<file path="src/rtl/tmds_serializer.sv">
// 10:1 TMDS serializer for R/G/B plus the TMDS clock channel, in the clk_fast (10x pixel) domain.
// A one-entry holding buffer decouples upstream pixel logic; idle control words fill any gaps.
module tmds_serializer #(
  parameter logic [9:0] IDLE_WORD   = 10'b1101010100,
  parameter logic [9:0] CLK_PATTERN = 10'b0000011111,
  parameter int         UF_CNT_W    = 8
) (
  input  logic                clk_fast,
  input  logic                rst,
  input  logic [9:0]          tmds_r,
  input  logic [9:0]          tmds_g,
  input  logic [9:0]          tmds_b,
  input  logic                word_valid,
  output logic                word_ready,
  input  logic                underflow_clr,
  output logic                ser_r,
  output logic                ser_g,
  output logic                ser_b,
  output logic                ser_clk,
  output logic                load_tick,
  output logic                underflow,
  output logic [UF_CNT_W-1:0] uf_count
);

  localparam logic [3:0]          LAST_BIT = 4'd9;
  localparam logic [UF_CNT_W-1:0] UF_ZERO  = {UF_CNT_W{1'b0}};
  localparam logic [UF_CNT_W-1:0] UF_ONE   = {{(UF_CNT_W-1){1'b0}}, 1'b1};

  function automatic logic [UF_CNT_W-1:0] sat_inc(input logic [UF_CNT_W-1:0] value);
    if (&value) begin
      sat_inc = value;
    end else begin
      sat_inc = value + UF_ONE;
    end
  endfunction

  logic [3:0]          bit_cnt_r;
  logic [9:0]          shift_red_r, shift_grn_r, shift_blu_r, shift_clk_r;
  logic [9:0]          hold_red_r, hold_grn_r, hold_blu_r;
  logic                hold_full_r;
  logic                underflow_r;
  logic [UF_CNT_W-1:0] uf_count_r;

  logic                boundary_s;
  logic                load_hold_s;
  logic                uf_event_s;
  logic [9:0]          next_red_s, next_grn_s, next_blu_s;

  assign boundary_s = (bit_cnt_r == LAST_BIT);
  // At a boundary the hold slot refills only if it is being drained; mid-period only if empty.
  assign load_hold_s = word_valid && (boundary_s ? hold_full_r : !hold_full_r);
  assign uf_event_s  = boundary_s && !hold_full_r && !word_valid;

  assign word_ready = !hold_full_r || boundary_s;
  assign load_tick  = boundary_s;
  assign ser_r      = shift_red_r[0];
  assign ser_g      = shift_grn_r[0];
  assign ser_b      = shift_blu_r[0];
  assign ser_clk    = shift_clk_r[0];
  assign underflow  = underflow_r;
  assign uf_count   = uf_count_r;

  // Select the word loaded at the boundary: held word first, then bypass, else idle.
  always_comb begin
    next_red_s = IDLE_WORD;
    next_grn_s = IDLE_WORD;
    next_blu_s = IDLE_WORD;
    if (hold_full_r) begin
      next_red_s = hold_red_r;
      next_grn_s = hold_grn_r;
      next_blu_s = hold_blu_r;
    end else if (word_valid) begin
      next_red_s = tmds_r;
      next_grn_s = tmds_g;
      next_blu_s = tmds_b;
    end else begin
      next_red_s = IDLE_WORD;
      next_grn_s = IDLE_WORD;
      next_blu_s = IDLE_WORD;
    end
  end

  // Pixel-period bit counter, 0..9.
  always_ff @(posedge clk_fast or posedge rst) begin
    if (rst) begin
      bit_cnt_r <= 4'd0;
    end else if (boundary_s) begin
      bit_cnt_r <= 4'd0;
    end else begin
      bit_cnt_r <= bit_cnt_r + 4'd1;
    end
  end

  // Output shift registers: reload at the word boundary, shift right otherwise.
  always_ff @(posedge clk_fast or posedge rst) begin
    if (rst) begin
      shift_red_r <= IDLE_WORD;
      shift_grn_r <= IDLE_WORD;
      shift_blu_r <= IDLE_WORD;
      shift_clk_r <= CLK_PATTERN;
    end else if (boundary_s) begin
      shift_red_r <= next_red_s;
      shift_grn_r <= next_grn_s;
      shift_blu_r <= next_blu_s;
      shift_clk_r <= CLK_PATTERN;
    end else begin
      shift_red_r <= {1'b0, shift_red_r[9:1]};
      shift_grn_r <= {1'b0, shift_grn_r[9:1]};
      shift_blu_r <= {1'b0, shift_blu_r[9:1]};
      shift_clk_r <= {1'b0, shift_clk_r[9:1]};
    end
  end

  // One-entry holding buffer.
  always_ff @(posedge clk_fast or posedge rst) begin
    if (rst) begin
      hold_red_r  <= 10'd0;
      hold_grn_r  <= 10'd0;
      hold_blu_r  <= 10'd0;
      hold_full_r <= 1'b0;
    end else if (load_hold_s) begin
      hold_red_r  <= tmds_r;
      hold_grn_r  <= tmds_g;
      hold_blu_r  <= tmds_b;
      hold_full_r <= 1'b1;
    end else if (boundary_s) begin
      hold_full_r <= 1'b0;
    end else begin
      hold_full_r <= hold_full_r;
    end
  end

  // Sticky underflow flag and saturating count; a clear coinciding with an underflow restarts at 1.
  always_ff @(posedge clk_fast or posedge rst) begin
    if (rst) begin
      underflow_r <= 1'b0;
      uf_count_r  <= UF_ZERO;
    end else if (uf_event_s) begin
      underflow_r <= 1'b1;
      uf_count_r  <= sat_inc(underflow_clr ? UF_ZERO : uf_count_r);
    end else if (underflow_clr) begin
      underflow_r <= 1'b0;
      uf_count_r  <= UF_ZERO;
    end else begin
      underflow_r <= underflow_r;
      uf_count_r  <= uf_count_r;
    end
  end

endmodule
</file>
<file path="config.mk">
export PLATFORM = sky130hd
export DESIGN_NAME = tmds_serializer
export DESIGN_NICKNAME = d
export VERILOG_FILES = /design/src/rtl/tmds_serializer.sv
export SDC_FILE = /design/constraint.sdc
export NUM_CORES = 1
export LEC_CHECK = 0
export CORE_UTILIZATION = 45
export DETAILED_ROUTE_END_ITERATION = 16
export PLACE_DENSITY = 0.66
export SLEW_MARGIN = 15
export SYNTH_ARGS = -nofsm -noshare
export SYNTH_HDL_FRONTEND = slang
export SYNTH_SLANG_ARGS = --single-unit
</file>
<file path="constraint.sdc">
create_clock -name clk_fast -period 2.9 [get_ports clk_fast]
set_input_delay 0.58 -clock clk_fast [delete_from_list [all_inputs] [get_ports clk_fast]]
set_output_delay 0.58 -clock clk_fast [all_outputs]
set_load 0.02 [all_outputs]
</file>
[Yosys cells after proc, flatten, opt, wreduce, memory -nomap -nowiden]
Cells that the tools add are included.
W data, S select, Z words.
Operators by class
  add/subtract/negate cells: 2
  multiply operators: 0
  div/mod/pow operators: 0
  $lt $le $gt $ge: 0
  equality and inequality tests: 1
  shifts and indexed selects: 0
  multiplexer cells: 19
  bitwise operators: 0
  reduce and logical (&&, ||, !) cells: 9
Operators by type and width (count)
  $mux W10: 9
  $mux W8: 3
  $mux W9: 1
  $add A8 B1 Y8 const B: 1
  $reduce_and A8 Y1: 1
  $mux W1: 5
  $add A4 B1 Y4 const B: 1
  $eq A4 B4 Y1 const B: 1
  $mux W4: 1
  $reduce_bool A2 Y1: 2
  $logic_and A1 B1 Y1: 3
  $logic_not A1 Y1: 2
  $logic_or A1 B1 Y1: 1
Storage, ports and cells
  register bits: 84
  bits in latches: 0
  memory bits (writable): 0
  bits in read-only memories: 0
  input bits: 34
  output and inout bits: 15
  logic and storage cells: 42
  memories kept: 0

[Depth between registers and ports, before layout]
  depth after elaboration: 4
  depth in mapped cells: 8
  gate-level depth less buffers: 6

[Worst setup path after synthesis]
No wires, ideal clock.
  kind: register to register
  start: reg bit_cnt_r[2]
  end: reg uf_count_r[5], in the netlist uf_count[5]
  setup time: 0.127 ns
  arrival: 1.963 ns
  data required time: 2.773 ns
  setup slack: 0.810 ns
  cell stages (with the launch flop): 9
  path buffers: 2
  period minus slack after synthesis: 2.090 ns
  path through: dfrtp_1 nand4bb_1 inv_2 buf_2 ha_1 and4b_1 buf_4 nand4_1 mux2_1
On the way
  cells in the longest elaborated chain, start to end: 4
RTL lines
  start: declaration: line 37  | logic [3:0] bit_cnt_r;
  start signal: assignment: line 90  | bit_cnt_r <= bit_cnt_r + 4'd1;
  $eq A4 B4 Y1: line 49  | assign boundary_s = (bit_cnt_r == LAST_BIT);
  named net load_tick: line 20  | output logic load_tick,
  $logic_and A1 B1 Y1 (2 in series): line 52  | assign uf_event_s = boundary_s && !hold_full_r && !word_valid;
  $mux W8: line 138  | end else if (uf_event_s) begin
  end signal: assignment: line 140  | uf_count_r <= sat_inc(underflow_clr ? UF_ZERO : uf_count_r);
  end signal: assignment: line 146  | uf_count_r <= uf_count_r;
  end: declaration: line 42  | logic [UF_CNT_W-1:0] uf_count_r;
The timed path passes the listed nets, and every way through them passes these cells.
A chain may end at the register's enable or synchronous reset.

[Final worst setup path]
  start: reg bit_cnt_r[2]
  end: out word_ready
On the way
  cells in the longest elaborated chain, start to end: 2
RTL lines
  $eq A4 B4 Y1: line 49
  $logic_or A1 B1 Y1: line 54  | assign word_ready = !hold_full_r || boundary_s;
  end: declaration: line 14  | output logic word_ready,
Every way passes these cells.

==> reports/metrics.yaml <==
status:
  status: "finished clean"
critical_path:
  cpMaxStageDelayCell: "clkdlybuf4s50_1"
  path_cells: "nand4bb_2, ha_1, inv_1, clkdlybuf4s50_1"
  cp.required_ns: 2.32
  start_kind: "flop"
  critPathKind: "flop to output port"
  critPathCaptureType: "output port"
  cp_max_fo: 9
  slowest_delay_ns: 0.59
  worst-path-buf-inv: 2
  crit_family: "buffers and inverters"
  critPathArrivalTime_ns: 2.08
timing:
  slew_headroom_pct: 64.5
  hold_viol: 0
  layout_min_cycle_time_ns: 2.66
  tightest_slew_ns: 0.533
  clock_skew_ns: 0.0116
  setup_slack_ns: 0.235
  setup_viol_count_final: 0
  max_freq_mhz: 375
  report.final.slew_viol_count: 0
  rsz0062_at_grt: "false"
  min_period_over_period_pct: 91.9
  final.setup.tns_ns: 0
floorplan:
  start_util_pct: 46.6
  dieArea_um2: 7860
  rows: 31
  die_h_um: 88.6
  io_pins: 49
  die_w_um: 88.6
  core-area_um2: 7250
clock_network:
  htreeDepth: 3
  cts_inserted_buffers: 9
  tritoncts: "built"
  cts_setup_buffers: 0
  cts_resized: 0
  clk_pin_slew_ns: 0.09
  cts_buffer_depth: 2
  worstSkewPairLatency_ns: 0.36
  cts-root-buf: "clkbuf_8"
  postCtsHoldBufs: 0
  clock_sinks: 79
route:
  dr.first_iter.drc_count: 100
  drt-pass1-iter-count: 4
  final_antenna_net_count: 0
  avgRoutedWirePerCell_um: 14.4
  wl_mm: 6.43
  drc: 0
  vias: 2328
  via_per_inst: 5.23
synthesis:
  ys_warn_count: 0
  synth_fp_nets: 327
  synth_cell_types: 39
  ys_seq_elements: 79
  syn_inst: 291
  syn-cell-area_um2: 3380
  seq_area_frac_synth_pct: 59.3
  syn_avg_cell_area_um2: 11.6
placed_design:
  pre_cts_ws_ns: 0.519
  finalWeightedCongestion: 0.751
  dpl.hpwl_mm: 4.18
  dp_cells: 429
  placed_area_um2: 3970
  port_buffers: 48
power_and_ir_drop:
  leakagePower_nw: 1.79
  pwr_density_cell_nw_per_um2: 678
  peakVddDrop_v: 0.000389
global_route:
  grt.total_usage_pct: 19.0
  grt_max_degree: 43
  grt_pass1_vias: 2316
  antenna_found_initial: 0
  grt_pass1_wl_mm: 11.1
  grt_overflow: 0
finish:
  post_route_cells_drive_above_1_share_pct: 23.7
  final_nets: 377
  area_growth_pct: 24.6
  final_cells: 445
  multi_input_area_um2: 1260
  ff_latch_area_um2: 2000
  final_common_cell: "dfrtp_1"
  fin_util_pct: 58.0
  stdcell_area_um2: 4210
  fillers: 627
  final_cell_mix: "59 x dfrtp_1, 48 x clkdlybuf4s50_1, 30 x mux2_2, 25 x nand2_1, 25 x nor2_1"
  antenna-diode-count: 0
worst_hold_path:
  min_path_type: "flop to flop"
flow_run:
  maxCapViolCount: 0
## tightest hold or removal path, cell delays in order, from the launching register on
cell and delay [ns]:
dfrtp_1 0.33, nand2_1 0.04, o21ai_0 0.06
## flip-flops by register name, summed over array words and instances, names as in the netlist
name         count
underflow        1
hold_full_r      1
uf_count         8
hold_red_r      10
shift_clk_r      5
shift_blu_r     10
bit_cnt_r        4
shift_grn_r     10
shift_red_r     10
hold_blu_r      10
hold_grn_r      10
## final cells by class
cell class / instances / share of cell area, %
sequential: 79 / 47.6
multi-input combinational: 187 / 30.0
timing repair buffer: 57 / 13.3
clock buffer: 12 / 3.69
tap: 99 / 2.94
clock inverter: 4 / 1.81
inverter: 7 / 0.654
## stage by stage
stage	hold WS [ns]	total power (W)
floorplan	0.429	0.00176
global placement	0.435	0.00192
detailed placement	0.444	0.00195
CTS	0.464	0.00288
global route	0.488	0.00302
finish	0.461	0.00285
## synth_stat cells
cell type / n / area (µm²)
a211oi_1: 1 / 7.51
a211oi_2: 2 / 25.0
a21oi_1: 3 / 15.0
a221oi_1: 6 / 52.6
a22o_1: 1 / 8.76
a31oi_1: 12 / 75.1
a41oi_1: 1 / 8.76
and3_1: 1 / 6.26
and3_4: 1 / 11.3
and3b_1: 1 / 8.76
and4_1: 1 / 8.76
and4b_1: 3 / 30.0
buf_2: 11 / 55.1
buf_4: 3 / 22.5
clkbuf_1: 4 / 15.0
dfrtp_1: 59 / 1480
dfstp_2: 20 / 526
ha_1: 2 / 25.0
inv_1: 6 / 22.5
inv_2: 1 / 3.75
mux2_1: 1 / 11.3
mux2_2: 30 / 338
mux2i_1: 2 / 20.0
nand2_1: 25 / 93.8
nand2b_1: 7 / 43.8
nand3_1: 11 / 55.1
nand3b_1: 1 / 7.51
nand4_1: 1 / 6.26
nand4bb_1: 1 / 11.3
nor2_1: 25 / 93.8
nor2b_1: 5 / 31.3
nor3_1: 1 / 5.00
o21ai_0: 23 / 115
o21ai_1: 2 / 10.0
o21bai_1: 1 / 7.51
o22ai_1: 6 / 37.5
or3b_1: 7 / 61.3
or3b_2: 2 / 17.5
xnor2_1: 1 / 8.76
## worst paths after layout
path	startpoint	to	cells after the start	slack, ns
worst max-delay path	bit_cnt_r[2]$_DFF_PP0_	word_ready	4	0.24
worst min-delay path	shift_blu_r[3]$_DFF_PP0_	shift_blu_r[2]$_DFF_PP1_	2	0.46
worst max register to register	bit_cnt_r[2]$_DFF_PP0_	uf_count[5]$_DFF_PP0_	6	0.70
worst min register to register	shift_blu_r[3]$_DFF_PP0_	shift_blu_r[2]$_DFF_PP1_	2	0.46
max in group asynchronous	rst	shift_grn_r[9]$_DFF_PP1_	3	1.84
min in group asynchronous	rst	hold_red_r[7]$_DFFE_PP0P_	3	0.66
## kinds of logic (layout without fill, tap and decap cells)
family / Yosys count / in the layout / synth area share, %
buffers and inverters: 25 / 80 / 3.52
XOR/XNOR: 1 / 1 / 0.259
flip-flops: 79 / 79 / 59.3
multiplexers: 33 / 33 / 10.9
AO/OA/AOI/OAI: 58 / 58 / 10.7
adder cells (fa/ha/maj): 2 / 2 / 0.741
AND/OR/NAND/NOR: 93 / 93 / 14.6
## metal layers
metal	track usage (%)	share of wire [%]	up-vias
li1	-	-	1138
met1	26.1	49	1143
met2	28.0	46	40
met3	5.22	3.5	7
met4	8.65	1.4	0
met5	0	0	-
## power by group
group	switching [W]	internal, W
Sequential	0.0000783	0.00129
Clock	0.000402	0.000535
Combinational	0.000248	0.000295
Total	0.000728	0.00212
Power figures use the tool's default switching activity.
